File: config.mk
export PLATFORM = sky130hd
export DESIGN_NAME = mac_dot_sequencer
export DESIGN_NICKNAME = d
export VERILOG_FILES = /design/src/rtl/mac_dot_sequencer.sv
export SDC_FILE = /design/constraint.sdc
export NUM_CORES = 1
export LEC_CHECK = 0
export ABC_CLOCK_PERIOD_IN_PS = 2000
export BUFFER_PORTS_ARGS = -buffer_cell sky130_fd_sc_hd__buf_2
export CAP_MARGIN = 20
export CORE_AREA = 10 10 77 79
export CTS_BUF_LIST = sky130_fd_sc_hd__clkbuf_16
export DETAILED_ROUTE_END_ITERATION = 12
export DIE_AREA = 0 0 87 89
export PLACE_DENSITY = 0.7
export SLEW_MARGIN = 10
export SYNTH_ARGS = -nofsm -noshare
export SYNTH_HDL_FRONTEND = slang
export SYNTH_SLANG_ARGS = --single-unit
export TNS_END_PERCENT = 50
File: constraint.sdc
create_clock -name clk -period 2 [get_ports clk]
set_input_delay 0.3 -clock clk [delete_from_list [all_inputs] [get_ports clk]]
set_output_delay 0.3 -clock clk [all_outputs]
set_load 0.005 [all_outputs]
File: src/rtl/mac_dot_sequencer.sv
// ----------------------------------------------------------------------------
// mac_dot_sequencer
//
// Job-framed dot-product engine around a 4x4 unsigned multiply-accumulate
// datapath. A job is launched with start/len from IDLE. Then exactly len
// operand pairs are taken over a valid/ready channel. Their products pass
// through a one-stage product register into a wrapping accumulator. The final
// sum is offered on a valid/ready result channel.
//
// Ports
//   clk        clock, all state on rising edge
//   rst        asynchronous, active-high reset
//   start      job request, sampled only in IDLE
//   len        number of operand pairs in the job (sampled with start)
//   abort      synchronous abort; highest priority in every state
//   busy       high whenever the sequencer is not IDLE
//   op_valid   operand pair valid
//   op_ready   sequencer accepts an operand pair (RUN only)
//   op_a       4-bit unsigned multiplicand
//   op_b       4-bit unsigned multiplier
//   res_valid  result valid (DONE only)
//   res_ready  consumer accepts the result
//   result     dot-product sum, modulo 2^ACC_W
//   overflow   sticky flag: the job sum exceeded 2^ACC_W-1
// ----------------------------------------------------------------------------
module mac_dot_sequencer #(
    parameter int LEN_W = 4,
    parameter int ACC_W = 12
) (
    input  logic             clk,
    input  logic             rst,
    input  logic             start,
    input  logic [LEN_W-1:0] len,
    input  logic             abort,
    output logic             busy,
    input  logic             op_valid,
    output logic             op_ready,
    input  logic [3:0]       op_a,
    input  logic [3:0]       op_b,
    output logic             res_valid,
    input  logic             res_ready,
    output logic [ACC_W-1:0] result,
    output logic             overflow
);

    typedef enum logic [1:0] {
        IDLE  = 2'd0,
        RUN   = 2'd1,
        DRAIN = 2'd2,
        DONE  = 2'd3
    } state_t;

    state_t           state;
    state_t           state_nx;

    logic [ACC_W-1:0] acc;
    logic             ovf_q;
    logic [LEN_W-1:0] cnt;
    logic [7:0]       prod_q;
    logic             prod_v;

    logic             launch;
    logic             beat;
    logic             last_beat;
    logic [ACC_W:0]   sum;

    // Abort outranks both a job launch and a beat handshake in the same cycle.
    assign launch    = (state == IDLE) && start && !abort;
    assign beat      = op_valid && op_ready && !abort;
    assign last_beat = beat && (cnt == LEN_W'(1));

    // One extra bit catches the carry out of the wrapping accumulator.
    assign sum = {1'b0, acc} + (ACC_W+1)'(prod_q);

    // ------------------------------------------------------------------------
    // State register
    // ------------------------------------------------------------------------
    always_ff @(posedge clk or posedge rst) begin
        if (rst) begin
            state <= IDLE;
        end else begin
            state <= state_nx;
        end
    end

    // ------------------------------------------------------------------------
    // Next-state logic
    // ------------------------------------------------------------------------
    always_comb begin
        // NOTE: default assignment first so every path drives state_nx and no latch is inferred.
        state_nx = state;
        if (abort) begin
            state_nx = IDLE;
        end else begin
            case (state)
                IDLE:    if (start) state_nx = (len == '0) ? DONE : RUN;
                RUN:     if (last_beat) state_nx = DRAIN;
                // Stay until the last product has been folded into acc, so
                // result is final on the first DONE cycle.
                DRAIN:   if (!prod_v) state_nx = DONE;
                DONE:    if (res_ready) state_nx = IDLE;
                default: state_nx = IDLE;
            endcase
        end
    end

    // ------------------------------------------------------------------------
    // Output logic (Moore: depends on state only)
    // ------------------------------------------------------------------------
    always_comb begin
        busy      = (state != IDLE);
        op_ready  = (state == RUN);
        res_valid = (state == DONE);
    end

    assign result   = acc;
    assign overflow = ovf_q;

    // ------------------------------------------------------------------------
    // Datapath: product register, beat counter, accumulator
    // ------------------------------------------------------------------------
    // The accept of beat k and the accumulate of beat k-1 happen on the same
    // edge. This sustains one beat per cycle without bubbles.
    always_ff @(posedge clk or posedge rst) begin
        if (rst) begin
            acc    <= '0;
            ovf_q  <= 1'b0;
            cnt    <= '0;
            prod_q <= '0;
            prod_v <= 1'b0;
        end else if (abort && (state != IDLE)) begin
            acc    <= '0;
            ovf_q  <= 1'b0;
            cnt    <= '0;
            prod_v <= 1'b0;
        end else if (launch) begin
            acc    <= '0;
            ovf_q  <= 1'b0;
            cnt    <= len;
            prod_v <= 1'b0;
        end else begin
            // NOTE: non-blocking assignments, so every register here samples pre-edge values.
            prod_v <= beat;
            if (beat) begin
                prod_q <= {4'b0, op_a} * {4'b0, op_b};
                cnt    <= cnt - LEN_W'(1);
            end
            if (prod_v) begin
                acc   <= sum[ACC_W-1:0];
                ovf_q <= ovf_q | sum[ACC_W];
            end
        end
    end

endmodule

==> metrics.md <==
| Metric | Value |
|---|---|
| CP Buf/Inv Count | 2 |
| Mux cell area share after synthesis | 0.02322 |
| Post-Route WL | 5.222 mm |
| Number of top-level pins | 34 |
| FP Rows | 25 |
| HPWL after detailed placement | 4.058 mm |
| Status | finished, violations left |
| Fraction of layout cells with a size suffix above 1 | 0.3141 |
| Die W | 87 µm |
| Area share of fa/ha/maj cells after synthesis | 0.2031 |
| Clk_lat worst skew | 0.26 ns |
| CTS root buf | clkbuf_16 |
| Top delay family on crit path | adder cells |
| Tot Pwr | 2.666 mW |
| Data required time of the worst path | 2.15 ns |
| R2r startpoint | prod_q[0] |
| Placed cell count | 358 |
| Cell Chain, Critical Path | buf_8, nand2_8, fa_1, inv_1, fa_1, ha_1, a21o_1, a31o_2, a21oi_2, xor2_1, o21ai_1 |
| Share of the synthesized area in the top cell type | 0.3250 |
| Global route total overflow | 0 |
| Slew Viols, Final | 0 |
| Synth Area in Simple Gates | 0.1933 |
| GRT Total Usage | 0.1346 |
| Die ar. | 7743 µm² |
| Compound-cell area share of the yosys netlist | 0.1851 |
| CP dominant cell by count | fa_1 |
| FF-to-FF End | overflow |
| # Max-Cap Violations | 0 |
| Top cells by count, synth | 28 x dfrtp_1, 27 x ha_1, 25 x nand2_1 |
| CP Launch Point | op_b[1] |
| WL/cell | 14.27 µm |
| Ys Warns | 0 |
| Worst R2R Setup Slack | 0.05 ns |
| Hold_buf cts | 0 |
| First-pass GRT wire length | 8.645 mm |
| Clock sink total | 28 |
| Main synth FF type | dfrtp_1 |
| Crit path time final | 2.335 ns |
| Max rail drop VDD | 0.3800 mV |
| RSZ-0062 raised after global routing | yes |
| Largest incremental delay on the critical path | 0.54 ns |
| Final hold vios | 0 |
| # DRC | 0 |
| Clk slew on worst S/H paths | 0.07 ns |
| Vias/cell | 5.497 |
| Global placer's final weighted congestion | 0.8335 |
| Post-Synth XOR/XNOR Area | 0.02438 |
| Arr. time, crit path | 2.49 ns |
| Most common cell in the netlist | dfrtp_1 |
| Mapped Cells | 243 |
| H-tree depth | 1 |
| DR vias | 2,012 |
| DRT Pass-1 Iters | 4 |
| Largest family of logic cells by synthesized area | adder cells |
| Starting Density | 0.4753 |
| Port buffer count | 33 |
| Initial antenna violation count | 0 |
| Fmax | 428.3 MHz |
| Critical Path Sink | prod_q[7] |
| HP Class | input port to async pin |
| Failing checks | setup timing |
| Fin cells | 366 |
| Vias in the first global route | 2,056 |
| Core Area | 4536 µm² |
| DR iter-0 viols | 145 |
| Cell variety after synth | 42 |
| Critical Path Sink Type | flip-flop |
| Critical path class | input port to flip-flop |
| Largest area contributor in the synthesized netlist | dfrtp_1 |
| WP depth | 11 |
| Post-synth EDFFs | 0 |
| Deepest clock path buffer count | 2 |
| Synth area leaders | dfrtp_1 33%, ha_1 16%, fa_1 4.6%, nand2_1 4.4%, and2_1 4.1% |
| Syn_nets | 293 |
| Power Density | 913.4 nW/µm² |
| Ant diodes | 0 |
| Reg2Reg Depth | 9 |
| Fin nets | 363 |
| FFs w/ async S/R, synth | 1.000 |
| CP startpoint kind | input port |
| Post-route setup TNS | -1.108 ns |
| Routed Antenna Nets | 0 |
| CTS tree | yes |
| Seq cells post-synth | 28 |
| Slew @ Worst Pin | 0.4909 ns |
| Finish-stage setup viols | 5 |
| Max FO, Critical Path | 2 |
| Final period utilization | 1.167 |
| Avg Inst Size Synth | 8.872 µm² |
| TritonCTS Buffers | 3 |
| Pin count of the biggest net entering global routing | 29 |
| Clk_skew | 0.002131 ns |
| Leakage Power | 1.484 nW |
| Fin worst setup slack | -0.3348 ns |
| Chip height | 89 µm |
| Relative slew slack | 0.6727 |
| P&R area growth vs syn | 35.40% |
| Sequential-to-total area share from yosys stat | 0.3250 |
| Syn Std Cell Area | 2156 µm² |
| Fin Hold WS | 0.08511 ns |
| CP max stage cell | fa_1 |
## power by group
group	switching (mW)	internal [mW]
sequential	0.132	0.706
clock	0.197	0.399
combinational	0.643	0.589
total	0.973	1.69
## worst reg2reg max path, stage by stage (launching register included)
cell,delay [ns]
dfrtp_1,0.39
ha_2,0.20
inv_2,0.06
fa_2,0.23
nor2b_4,0.05
o31a_1,0.30
buf_4,0.16
o31a_1,0.25
a31oi_1,0.15
nor2_1,0.06
## what timing repair did
action | 4_1_cts | 5_1_grt
endpoints found under the setup margin | 7 | 13
pin swaps | 4 | 14
gates resized for setup | 13 | 18
setup buffers | 1 | 3
hold endpoints to repair | 0 | 0
## metal layers
layer / vias up / part of all wire / global-route usage
li1: 1004 / - / -
met1: 953 / 0.41 / 0.1440
met2: 44 / 0.52 / 0.2605
met3: 11 / 0.041 / 0.01914
met4: 0 / 0.022 / 0.04566
met5: - / 0 / 0
## cell usage in the layout (no fill, tap or decap), drive strengths merged, types with 2 or more instances in the layout
master	instances
nand2	25
fa	5
o21ai	16
xor2	3
dfrtp	28
a31oi	2
a211oi	3
a21oi	15
ha	27
nand4	4
nand3	5
nor2b	2
o31a	3
a211o	3
and2	14
o21a	2
buf	71
clkbuf	3
xnor2	3
inv	19
a21o	5
and3	3
nor3	4
nor4	2
nor2	19
or3	4
mux2i	5
a32oi	2
## metrics by stage
step                        util  area [µm²]  worst slack (ns)
after global placement    0.5834        2646           -0.6338
after floorplan                -        2182           -0.4550
final                     0.6436        2919           -0.3348
after CTS                 0.6185        2805           -0.3503
after detailed placement  0.5834        2646           -0.6986
after global routing      0.6436        2919           -0.4409
## cell type report
type	count	area, µm²
multi-input combinational	189	1490
clock buffer	3	75.07
fill	381	1617
sequential	28	700.7
timing repair buffer	71	476.7
tap	54	67.56
clock inverter	1	30.03
inverter	20	78.83
## sequential cells by signal, summed over array words and instances (netlist names)
signal    cells
result       12
prod_q        8
cnt           4
state         2
overflow      1
prod_v        1
## cell families (layout without fill, tap and decap cells)
group | count (synthesis) | in the layout
simple gates | 85 | 85
flops | 28 | 28
buf+inv | 26 | 95
xor+xnor | 6 | 6
compound gates | 61 | 61
mux | 5 | 5
fa+ha+maj | 32 | 32
## how the worst min path moves through the flow
stage           endpoint  slack (ns)  depth (start not counted)
3_3_place_gp   result[9]        0.38                          3
3_5_place_dp   result[9]        0.39                          3
4_1_cts        result[9]        0.10                          3
5_1_grt        result[9]        0.12                          3
6_report       result[9]        0.09                          3
2_1_floorplan     cnt[0]        0.37                          1
Note: power is estimated with default switching activity, not from simulation.
